## src/rtl/adc_pkt_if.sv

```systemverilog
// Buffer-read and output-stream signals shared by adc_pkt_streamer and its environment.
// The master side is the streamer; the slave side is the sample buffer and consumer.
interface adc_pkt_if #(
  parameter int unsigned NUM_CH = 4,
  parameter int unsigned DATA_W = 18,
  parameter int unsigned ADDR_W = 10
) ();
  logic                     buf_rd_en;
  logic [ADDR_W-1:0]        buf_rd_addr;
  logic [NUM_CH*DATA_W-1:0] buf_rd_data;
  logic [DATA_W-1:0]        adc_data;
  logic                     adc_data_valid;

  modport master (
    output buf_rd_en,
    output buf_rd_addr,
    input  buf_rd_data,
    output adc_data,
    output adc_data_valid
  );

  modport slave (
    input  buf_rd_en,
    input  buf_rd_addr,
    output buf_rd_data,
    input  adc_data,
    input  adc_data_valid
  );
endinterface

```

## src/rtl/adc_pkt_streamer.sv

```systemverilog
// Streams each channel of a captured sample buffer out as gapped packets on one data bus.
// Define ADC_PKT_HDR_EN to prefix every packet with a {4'hA, ch, pkt_seq} header word.
module adc_pkt_streamer #(
  parameter int unsigned NUM_CH = 4,
  parameter int unsigned DATA_W = 18,
  parameter int unsigned ADDR_W = 10,
  parameter int unsigned LEN_W  = 16
) (
  input  logic             clk,
  input  logic             rst,
  input  logic             capture_start,
  input  logic             capture_again,
  input  logic             self_test_mode,
  input  logic [LEN_W-1:0] pkt_data_length,
  input  logic [7:0]       pktctrl_gap,
  input  logic [LEN_W-1:0] pkt_idle_length,
  output logic             busy,
  output logic             done,
  adc_pkt_if.master        bus
);

  localparam int unsigned CH_W = 3;
  localparam logic [ADDR_W-1:0] LastAddr = '1;
  localparam logic [CH_W-1:0] LastCh = CH_W'(NUM_CH - 1);

  typedef enum logic [2:0] {StIdle, StPre, StData, StGap, StDone, StHdr} state_e;

`ifdef ADC_PKT_HDR_EN
  localparam state_e PktFirst = StHdr;
`else
  localparam state_e PktFirst = StData;
`endif

  state_e            state_q, state_d;
  logic [CH_W-1:0]   ch_q, ch_d;
  logic [ADDR_W-1:0] addr_q, addr_d;
  logic [LEN_W-1:0]  wcnt_q, wcnt_d;
  logic [LEN_W-1:0]  cnt_q, cnt_d;
  logic [LEN_W-1:0]  len_q, len_d;
  logic [LEN_W-1:0]  idle_q, idle_d;
  logic [7:0]        gap_q, gap_d;
  logic              st_q, st_d;
  logic              valid_q, valid_d;
  logic [DATA_W-1:0] data_q, data_d;
`ifdef ADC_PKT_HDR_EN
  logic [DATA_W-8:0] seq_q, seq_d;
`endif

  logic [DATA_W-1:0] rd_word;
  logic [LEN_W-1:0]  cnt_inc;
  logic              latch;

  assign cnt_inc = cnt_q + LEN_W'(1);

  always_comb begin
    rd_word = '0;
    for (int unsigned k = 0; k < NUM_CH; k++) begin
      if (ch_q == CH_W'(k)) rd_word = bus.buf_rd_data[k*DATA_W +: DATA_W];
    end
  end

  always_comb begin
    state_d = state_q;
    ch_d    = ch_q;
    addr_d  = addr_q;
    wcnt_d  = wcnt_q;
    cnt_d   = cnt_q;
    len_d   = len_q;
    idle_d  = idle_q;
    gap_d   = gap_q;
    st_d    = st_q;
    valid_d = 1'b0;
    data_d  = '0;
    latch   = 1'b0;
`ifdef ADC_PKT_HDR_EN
    seq_d   = seq_q;
`endif

    case (state_q)
      StIdle: latch = capture_start;
      StDone: latch = capture_again;
      StPre: begin
        cnt_d = cnt_inc;
        if (cnt_inc == idle_q) begin
          cnt_d   = '0;
          state_d = PktFirst;
        end
      end
      StGap: begin
        cnt_d = cnt_inc;
        if (cnt_inc == LEN_W'(gap_q)) begin
          cnt_d   = '0;
          state_d = PktFirst;
        end
      end
`ifdef ADC_PKT_HDR_EN
      StHdr: begin
        valid_d = 1'b1;
        data_d  = {4'hA, ch_q, seq_q};
        seq_d   = seq_q + (DATA_W - 7)'(1);
        state_d = StData;
      end
`endif
      StData: begin
        valid_d = 1'b1;
        data_d  = st_q ? DATA_W'({ch_q, addr_q}) : rd_word;
        addr_d  = addr_q + ADDR_W'(1);
        wcnt_d  = wcnt_q + LEN_W'(1);
        // Buffer end closes the packet even if it is short, and finishes the channel.
        if (addr_q == LastAddr) begin
          wcnt_d = '0;
          if (ch_q == LastCh) begin
            state_d = StDone;
          end else begin
            ch_d    = ch_q + CH_W'(1);
            state_d = (idle_q == '0) ? PktFirst : StPre;
          end
        end else if (wcnt_q == len_q) begin
          wcnt_d  = '0;
          state_d = (gap_q == 8'd0) ? PktFirst : StGap;
        end
      end
      default: state_d = StIdle;
    endcase

    if (latch) begin
      len_d   = pkt_data_length;
      gap_d   = pktctrl_gap;
      idle_d  = pkt_idle_length;
      st_d    = self_test_mode;
      ch_d    = '0;
      addr_d  = '0;
      wcnt_d  = '0;
      cnt_d   = '0;
      state_d = (pkt_idle_length == '0) ? PktFirst : StPre;
`ifdef ADC_PKT_HDR_EN
      seq_d   = '0;
`endif
    end
  end

  always_ff @(posedge clk) begin
    if (rst) begin
      state_q <= StIdle;
      ch_q    <= '0;
      addr_q  <= '0;
      wcnt_q  <= '0;
      cnt_q   <= '0;
      len_q   <= '0;
      idle_q  <= '0;
      gap_q   <= '0;
      st_q    <= 1'b0;
      valid_q <= 1'b0;
      data_q  <= '0;
`ifdef ADC_PKT_HDR_EN
      seq_q   <= '0;
`endif
    end else begin
      state_q <= state_d;
      ch_q    <= ch_d;
      addr_q  <= addr_d;
      wcnt_q  <= wcnt_d;
      cnt_q   <= cnt_d;
      len_q   <= len_d;
      idle_q  <= idle_d;
      gap_q   <= gap_d;
      st_q    <= st_d;
      valid_q <= valid_d;
      data_q  <= data_d;
`ifdef ADC_PKT_HDR_EN
      seq_q   <= seq_d;
`endif
    end
  end

  assign bus.buf_rd_en      = (state_q == StData);
  assign bus.buf_rd_addr    = addr_q;
  assign bus.adc_data       = data_q;
  assign bus.adc_data_valid = valid_q;
  assign busy               = (state_q != StIdle) && (state_q != StDone);
  assign done               = (state_q == StDone);

endmodule
```

## src/flat_wrapper.sv

```systemverilog
// flat-port wrapper written by rule: the top's interface ports become plain ports
module adc_pkt_streamer_flat 
#(
  parameter int unsigned NUM_CH = 4,
  parameter int unsigned DATA_W = 18,
  parameter int unsigned ADDR_W = 10,
  parameter int unsigned LEN_W  = 16
)
  (clk, rst, capture_start, capture_again, self_test_mode, pkt_data_length, pktctrl_gap, pkt_idle_length, busy, done, bus_buf_rd_en, bus_buf_rd_addr, bus_buf_rd_data, bus_adc_data, bus_adc_data_valid);
  adc_pkt_if #(.NUM_CH(NUM_CH), .DATA_W(DATA_W), .ADDR_W(ADDR_W)) bus_i ();
  input  logic clk;
  input  logic rst;
  input  logic capture_start;
  input  logic capture_again;
  input  logic self_test_mode;
  input  logic [LEN_W-1:0] pkt_data_length;
  input  logic [7:0] pktctrl_gap;
  input  logic [LEN_W-1:0] pkt_idle_length;
  output logic busy;
  output logic done;
  output wire logic [$bits(bus_i.buf_rd_en)-1:0] bus_buf_rd_en;
  output wire logic [$bits(bus_i.buf_rd_addr)-1:0] bus_buf_rd_addr;
  input wire logic [$bits(bus_i.buf_rd_data)-1:0] bus_buf_rd_data;
  output wire logic [$bits(bus_i.adc_data)-1:0] bus_adc_data;
  output wire logic [$bits(bus_i.adc_data_valid)-1:0] bus_adc_data_valid;
  assign bus_buf_rd_en = bus_i.buf_rd_en;
  assign bus_buf_rd_addr = bus_i.buf_rd_addr;
  assign bus_i.buf_rd_data = bus_buf_rd_data;
  assign bus_adc_data = bus_i.adc_data;
  assign bus_adc_data_valid = bus_i.adc_data_valid;
  adc_pkt_streamer #(.NUM_CH(NUM_CH), .DATA_W(DATA_W), .ADDR_W(ADDR_W), .LEN_W(LEN_W)) u_core (.clk(clk), .rst(rst), .capture_start(capture_start), .capture_again(capture_again), .self_test_mode(self_test_mode), .pkt_data_length(pkt_data_length), .pktctrl_gap(pktctrl_gap), .pkt_idle_length(pkt_idle_length), .busy(busy), .done(done), .bus(bus_i));
endmodule
```

## config.mk

```make
export PLATFORM = sky130hd
export DESIGN_NAME = adc_pkt_streamer_flat
export DESIGN_NICKNAME = d
export VERILOG_FILES = /design/src/rtl/adc_pkt_if.sv /design/src/rtl/adc_pkt_streamer.sv /design/src/flat_wrapper.sv
export SDC_FILE = /design/constraint.sdc
export NUM_CORES = 1
export LEC_CHECK = 0
export CAP_MARGIN = 10
export CORE_MARGIN = 5
export CORE_UTILIZATION = 50
export CTS_CLUSTER_SIZE = 10
export DETAILED_ROUTE_END_ITERATION = 8
export HOLD_SLACK_MARGIN = 0.02
export MAX_ROUTING_LAYER = met4
export PLACE_DENSITY = 0.79
export SYNTH_ARGS = -nofsm -noshare
export SYNTH_HDL_FRONTEND = slang
export SYNTH_SLANG_ARGS = --single-unit
```

## constraint.sdc

```tcl
create_clock -name clk -period 3.7 [get_ports clk]
set_input_delay 0.555 -clock clk [delete_from_list [all_inputs] [get_ports clk]]
set_output_delay 0.555 -clock clk [all_outputs]
set_load 0.02 [all_outputs]
```

==> results of run 1 <==
cells in the mapped netlist (3+ instances only):
cell and n:
sky130_fd_sc_hd__buf_2 12, sky130_fd_sc_hd__xor2_1 42, sky130_fd_sc_hd__nor3_1 17, sky130_fd_sc_hd__nand2b_1 10, sky130_fd_sc_hd__buf_4 6, sky130_fd_sc_hd__a2111oi_0 5
sky130_fd_sc_hd__clkbuf_1 40, sky130_fd_sc_hd__a41oi_1 3, sky130_fd_sc_hd__a31oi_1 5, sky130_fd_sc_hd__a211oi_1 26, sky130_fd_sc_hd__nor2_1 87, sky130_fd_sc_hd__and4_1 8
sky130_fd_sc_hd__mux2i_1 12, sky130_fd_sc_hd__a21oi_1 74, sky130_fd_sc_hd__o211ai_1 5, sky130_fd_sc_hd__a32oi_1 3, sky130_fd_sc_hd__o21a_1 3, sky130_fd_sc_hd__nor4_1 16
sky130_fd_sc_hd__or4_1 4, sky130_fd_sc_hd__buf_1 3, sky130_fd_sc_hd__and3_1 10, sky130_fd_sc_hd__o311ai_1 3, sky130_fd_sc_hd__o21ai_0 12, sky130_fd_sc_hd__and2_1 7
sky130_fd_sc_hd__ha_1 8, sky130_fd_sc_hd__xnor2_1 21, sky130_fd_sc_hd__dfxtp_1 108, sky130_fd_sc_hd__a22oi_1 19, sky130_fd_sc_hd__inv_1 14, sky130_fd_sc_hd__nand2_1 117
sky130_fd_sc_hd__nand3_1 24, sky130_fd_sc_hd__nor2b_1 10, sky130_fd_sc_hd__nand4_1 25
power by group through the flow:
stage          Combinational (mW)  Clock, mW  Sequential (mW)
6_report                     1.09      0.998             1.42
5_1_grt                      1.20       1.07             1.44
4_1_cts                      1.09       1.01             1.42
3_5_place_dp                 1.08          0             1.44
3_3_place_gp                 1.06          0             1.44
2_1_floorplan               0.676          0             1.42
final cells by class:
class,count,area (µm²),share of cell area
sequential,108,2160,0.271
timing repair buffer,167,1620,0.203
multi-input combinational,610,3660,0.458
tap,147,184,0.0230
inverter,14,52.6,0.00658
clock inverter,6,70.1,0.00877
clock buffer,10,239,0.0299
flip-flops by register name (all words and copies together) (netlist names):
name and count:
u_core.wcnt_q 16, u_core.ch_q 3, u_core.st_q 1, u_core.bus.adc_data_valid 1
u_core.len_q 16, u_core.bus.buf_rd_addr 10, u_core.state_q 3, u_core.bus.adc_data 18
u_core.cnt_q 16, u_core.gap_q 8, u_core.idle_q 16
worst max-delay path, delay by kind of cell (launching register included):
| family | cells | cell delay, ns |
|---|---|---|
| compound gates | 2 | 0.55 |
| fa+ha+maj | 1 | 0.44 |
| buf+inv | 1 | 0.22 |
| flops | 1 | 0.43 |
| mux | 1 | 0.18 |
| simple gates | 4 | 1.28 |
per-stage QoR:
| step | instances | util | instance area (µm²) | setup WS, ns | hold slack (ns) |
|---|---|---|---|---|---|
| 2_1_floorplan | 795 | - | 6150 | 1.12 | 0.439 |
| 3_3_place_gp | 1046 | 0.640 | 7680 | 0.593 | 0.460 |
| 3_5_place_dp | 1046 | 0.640 | 7680 | 0.541 | 0.461 |
| 4_1_cts | 1062 | 0.665 | 7990 | 0.527 | 0.470 |
| 5_1_grt | 1062 | 0.665 | 7990 | 0.345 | 0.494 |
| 6_report | 1062 | 0.665 | 7990 | 0.488 | 0.468 |
routing by layer:
layer | vias up | track usage | share of wire
met3 | 24 | 0.0368 | 0.038
li1 | 3062 | - | -
met5 | - | - | 0
met1 | 3035 | 0.330 | 0.43
met2 | 169 | 0.464 | 0.51
met4 | 0 | 0.0680 | 0.017
path summary, 6_finish.rpt:
kind                   startpoint               to  slack (ns)
setup / recovery  u_core.cnt_q[1]  u_core.cnt_q[1]        0.49
setup reg to reg  u_core.cnt_q[1]  u_core.cnt_q[1]        0.49
hold reg to reg   u_core.len_q[7]  u_core.len_q[7]        0.47
hold / removal    u_core.len_q[7]  u_core.len_q[7]        0.47
logic make-up (layout without fill, tap and decap cells):
family | after synthesis | count (layout)
compound gates | 177 | 177
xor+xnor | 64 | 64
simple gates | 349 | 349
flops | 108 | 108
fa+ha+maj | 8 | 8
mux | 12 | 12
buf+inv | 77 | 197
layout by cell type (no fill, tap or decap), types with 3 or more instances in the layout:
cell type                         count
sky130_fd_sc_hd__a41oi_1              3
sky130_fd_sc_hd__o21a_1               3
sky130_fd_sc_hd__buf_4               19
sky130_fd_sc_hd__xor2_1              42
sky130_fd_sc_hd__nor2b_1             10
sky130_fd_sc_hd__a22oi_1             19
sky130_fd_sc_hd__inv_6                3
sky130_fd_sc_hd__mux2i_1             12
sky130_fd_sc_hd__nand3_1             24
sky130_fd_sc_hd__a31oi_1              5
sky130_fd_sc_hd__a211oi_1            26
sky130_fd_sc_hd__xnor2_1             21
sky130_fd_sc_hd__nor4_1              16
sky130_fd_sc_hd__clkdlybuf4s50_1    148
sky130_fd_sc_hd__o311ai_1             3
sky130_fd_sc_hd__a21oi_1             74
sky130_fd_sc_hd__and4_1               8
sky130_fd_sc_hd__nand2_1            117
sky130_fd_sc_hd__and3_1              10
sky130_fd_sc_hd__or4_1                4
sky130_fd_sc_hd__nor3_1              17
sky130_fd_sc_hd__nor2_1              86
sky130_fd_sc_hd__a2111oi_0            5
sky130_fd_sc_hd__inv_1               14
sky130_fd_sc_hd__dfxtp_1            108
sky130_fd_sc_hd__ha_1                 8
sky130_fd_sc_hd__and2_1               7
sky130_fd_sc_hd__nand2b_1            10
sky130_fd_sc_hd__o211ai_1             5
sky130_fd_sc_hd__nand4_1             25
sky130_fd_sc_hd__a32oi_1              3
sky130_fd_sc_hd__o21ai_0             12
sky130_fd_sc_hd__clkbuf_16            9
==> flow_summary.yaml, run 1 <==
run_status:
  run_status: "complete, no violations"
sta:
  period_minus_slack_ns: 3.21
  timing.slew.headroom: 0.272
  finClkSkew_ns: 0.00505
  final_hold_viol_count: 0
  tightest_slew_ns: 1.09
  finalSetupViolations: 0
  fin_setup_tns_ns: 0
  final-max-slew-violation-count: 0
  rsz0062_at_grt: "no"
  min_period_over_period: 0.868
  timing.fmax_ghz: 0.311
clock_tree:
  total_clock_buffers_created_by_cts: 9
  cts_tree: "yes"
  clock-root-buffer: "sky130_fd_sc_hd__clkbuf_16"
  h_tree_depth: 3
  clockBufferDepth: 2
  cts.hold.buffers_added: 0
  cts.sink_count: 108
  cts_setup_buffers: 0
  post_cts_sizing: 0
  clock_latency_on_the_worst_skew_pair_ns: 0.35
  clkSlewWorstSetupHoldPaths_ns: 0.07
critical_path:
  critical_path.cell_chain: "ha_1 > and3_1 > nand4_1 > mux2i_1 > or4_1 > o31a_1 > buf_4 > and2_4 > a32o_1"
  worstSetupPathType: "flop to flop"
  data_required_time_of_the_worst_path_ns: 3.95
  worst_ep_arrival_time_ns: 3.46
  r2r_cells: 9
  worst_path_largest_cell_delay_ns: 0.55
  timing.critical_path.from_type: "flop"
  critical_path.max_fanout: 19
  timing.critical_path.to_type: "flop"
  slowest_stage: "sky130_fd_sc_hd__or4_1"
final_layout:
  num-fill-cells: 1024
  n_antenna_cell: 0
  nNetsFinal: 1035
  syn_to_final_growth_pct: 29.9
  post_route_cells_drive_above_1_share: 0.0503
power:
  totalPowerFinal_mw: 3.51
  clock_power_share: 0.284
  p_sw_mw: 1.19
  p_leak_nw: 2.98
  sequentialPowerShare: 0.404
  vdd.ir_drop.worst_v: 0.000421
  swShare: 0.341
  internal-power_mw: 2.31
  p_comb_frac: 0.312
  power_density_mw_per_mm2: 439
grt:
  grt_antenna_before_repair: 0
  groute.usage.overall: 0.268
  vias_in_the_first_global_route: 6106
  grt_pass1_wl_um: 30900
  grt_max_degree: 45
  overflow: 0
route:
  detailroute.via_count: 6290
  avg_vias_per_cell: 5.92
  drt_first_iter_violations: 355
  route.final.wire_length_um: 19000
  routed_wire_length_per_instance_um: 17.8
  drc_errors: 0
  drtAntennaViolNets: 0
  firstDrtPassIters: 5
synthesis:
  yosysTopAreaCell: "sky130_fd_sc_hd__dfxtp_1"
  synth_area_in_adders: 0.0163
  synth_area_leaders: "sky130_fd_sc_hd__dfxtp_1 (35%), sky130_fd_sc_hd__nand2_1 (7.1%), sky130_fd_sc_hd__a21oi_1 (6.0%), sky130_fd_sc_hd__xor2_1 (6.0%), sky130_fd_sc_hd__nor2_1 (5.3%)"
  syn_inst: 795
  synthFlopType: "sky130_fd_sc_hd__dfxtp_1"
  netlist.area_leader.share: 0.352
  asyncSetResetFlopFracSynth: 0
  synth_compound_area_frac: 0.189
  yosys.area_share.simple: 0.276
  mappedNetlistNets: 920
  yosysSeqAreaShare: 0.352
  synthXorXnorAreaFrac: 0.0934
  muxShareOfSynthArea: 0.0195
  synth.avg_cell_area_um2: 7.74
  synth_top_family_by_area: "simple AND/OR/NAND/NOR gates"
  number_of_synthesized_flops_with_an_enable_pin: 0
  post_synth_num_cell_types: 64
  post_synth_instance_area_mm2: 0.00615
  yosysWarningCount: 0
  yosys_register_bits: 108
die:
  core_area_mm2: 0.0120
  die_w_um: 121
  design.die.area_mm2: 0.0146
  die_h_um: 121
  row_count: 40
  ios: 149
  initial_core_util: 0.512
placed_design:
  place_congestion: 0.932
  detailed_placement_hpwl_um: 14400
  portBuffers: 148
job:
  timing.max_cap.violations: 0
hold_path:
  hp-class: "flop to flop"
  min_path_cells: 2
(Power assumes the default switching activity.)
==> inputs of run 2 (changes only) <==
Settings changed: RECOVER_POWER set to 50.
Clock period 3.7 ns to 3.6 ns, I/O delays scaled along.
==> flow_summary.yaml, run 2 (same netlist as run 1, synthesis figures left out) <==
clock_tree:
  h_tree_depth: 3
  cts.hold.buffers_added: 0
  cts_setup_buffers: 0
  cts.sink_count: 108
  cts_tree: "yes"
  total_clock_buffers_created_by_cts: 9
  clkSlewWorstSetupHoldPaths_ns: 0.08
  clock_latency_on_the_worst_skew_pair_ns: 0.36
  clock-root-buffer: "sky130_fd_sc_hd__clkbuf_16"
  clockBufferDepth: 2
  post_cts_sizing: 0
placed_design:
  detailed_placement_hpwl_um: 14300
  place_inst: 1044
  place_congestion: 0.894
  portBuffers: 148
grt:
  grt_max_degree: 45
  vias_in_the_first_global_route: 6071
  groute.usage.overall: 0.264
  grt_antenna_before_repair: 0
  overflow: 0
  grt_pass1_wl_um: 30300
route:
  drtAntennaViolNets: 0
  route.final.wire_length_um: 18800
  avg_vias_per_cell: 5.83
  firstDrtPassIters: 6
  routed_wire_length_per_instance_um: 17.7
  detailroute.via_count: 6190
  drt_first_iter_violations: 458
  drc_errors: 0
final_layout:
  num-fill-cells: 1038
  largest_register_ffs: 18
  fin_cells: 1061
  most_frequent_standard_cell_in_the_layout_excluding_fill_and_tap_cells: "sky130_fd_sc_hd__clkdlybuf4s50_1"
  final_core_util: 0.664
  syn_to_final_growth_pct: 29.7
  n_antenna_cell: 0
  nNetsFinal: 1034
  most-common-layout-cells: "sky130_fd_sc_hd__clkdlybuf4s50_1 (124), sky130_fd_sc_hd__nand2_1 (117), sky130_fd_sc_hd__dfxtp_1 (108)"
  post_route_cells_drive_above_1_share: 0.0470
critical_path:
  timing.critical_path.from_type: "flop"
  worst_path_largest_cell_delay_ns: 0.50
  data_required_time_of_the_worst_path_ns: 3.88
  critical_path.max_fanout: 11
  worstSetupPathType: "flop to flop"
  timing.critical_path.max_delay_family: "simple AND/OR/NAND/NOR gates"
  slowest_stage: "sky130_fd_sc_hd__or4_1"
  timing.critical_path.to_type: "flop"
  critical_path.n_buffers_inverters: 1
  worst_ep_arrival_time_ns: 3.50
  critical_path.cell_chain: "ha_1 > nand3_1 > o21ai_0 > a31oi_1 > or4_1 > o31a_1 > buf_4 > a21boi_1 > mux2i_1"
sta:
  timing.slew.headroom: -0.240
  fin_setup_tns_ns: 0
  final_hold_viol_count: 0
  final-max-slew-violation-count: 42
  min_period_over_period: 0.895
  finClkSkew_ns: 0.0104
  tightest_slew_ns: 1.86
  timing.fmax_ghz: 0.311
  finalSetupViolations: 0
  rsz0062_at_grt: "no"
  period_minus_slack_ns: 3.22
hold_path:
  hp-class: "flop to flop"
die:
  row_count: 40
  die_w_um: 121
  initial_core_util: 0.512
  design.die.area_mm2: 0.0146
  ios: 149
  core_area_mm2: 0.0120
  die_h_um: 121
run_status:
  run_status: "finished with violations"
  failed_checks: "capacitance limit, slew limit"
job:
  timing.max_cap.violations: 1
power:
  p_leak_nw: 3.04
  power_density_mw_per_mm2: 444
  vdd.ir_drop.worst_v: 0.000491
## run 2: cell count changes in the layout (fill, tap and decap cells not counted), sizes merged
cell	delta
buf	-3
dlygate4sd3	+24
clkbuf	+1
clkinvlp	+1
clkdlybuf4s50	-24
clkinv	+1
bufinv	-1
## run 2: path summary, 6_finish.rpt
| kind | startpoint | cells after the start | slack, ns | to |
|---|---|---|---|---|
| setup reg to reg | u_core.cnt_q[1] | 9 | 0.38 | u_core.state_q[1] |
| setup / recovery | u_core.cnt_q[1] | 9 | 0.38 | u_core.state_q[1] |
| hold / removal | u_core.len_q[5] | 2 | 0.47 | u_core.len_q[5] |
| hold reg to reg | u_core.len_q[5] | 2 | 0.47 | u_core.len_q[5] |
## run 2: final cells by class
class	instances	area [µm²]	share of cell area
Inverter	14	52.6	0.00659
Multi-Input combinational cell	610	3660	0.459
Tap cell	147	184	0.0231
Timing Repair Buffer	166	1610	0.202
Clock buffer	9	225	0.0282
Sequential cell	108	2160	0.271
Clock inverter	7	77.6	0.00973
## run 2: layer usage
metal	part of all wire	global-route usage	wire (µm)
met3	0.044	0.0508	820
met5	0	-	0
met1	0.43	0.321	8100
met2	0.50	0.439	9470
met4	0.023	0.0914	426
## run 2: metrics by stage
stage / worst slack, ns / total power, mW / instance area, µm² / hold slack (ns)
global route: 0.193 / 3.74 / 7970 / 0.490
CTS: 0.401 / 3.59 / 7970 / 0.471
finish: 0.379 / 3.54 / 7970 / 0.467
floorplan: 1.02 / 2.15 / 6150 / 0.439
global placement: 0.574 / 2.56 / 7670 / 0.460
detailed placement: 0.433 / 2.59 / 7670 / 0.460
## run 2: worst reg2reg max path: stages, from the launching register on
cell,delay [ns]
sky130_fd_sc_hd__dfxtp_1,0.42
sky130_fd_sc_hd__ha_1,0.48
sky130_fd_sc_hd__nand3_1,0.42
sky130_fd_sc_hd__o21ai_0,0.29
sky130_fd_sc_hd__a31oi_1,0.10
sky130_fd_sc_hd__or4_1,0.50
sky130_fd_sc_hd__o31a_1,0.35
sky130_fd_sc_hd__buf_4,0.20
sky130_fd_sc_hd__a21boi_1,0.17
sky130_fd_sc_hd__mux2i_1,0.23
## run 2: report_power, final
part	total (mW)	switching, mW	internal (mW)	leakage [nW]
Combinational	1.10	0.624	0.478	2.01
Clock	0.988	0.495	0.493	0.144
Sequential	1.45	0.137	1.32	0.877
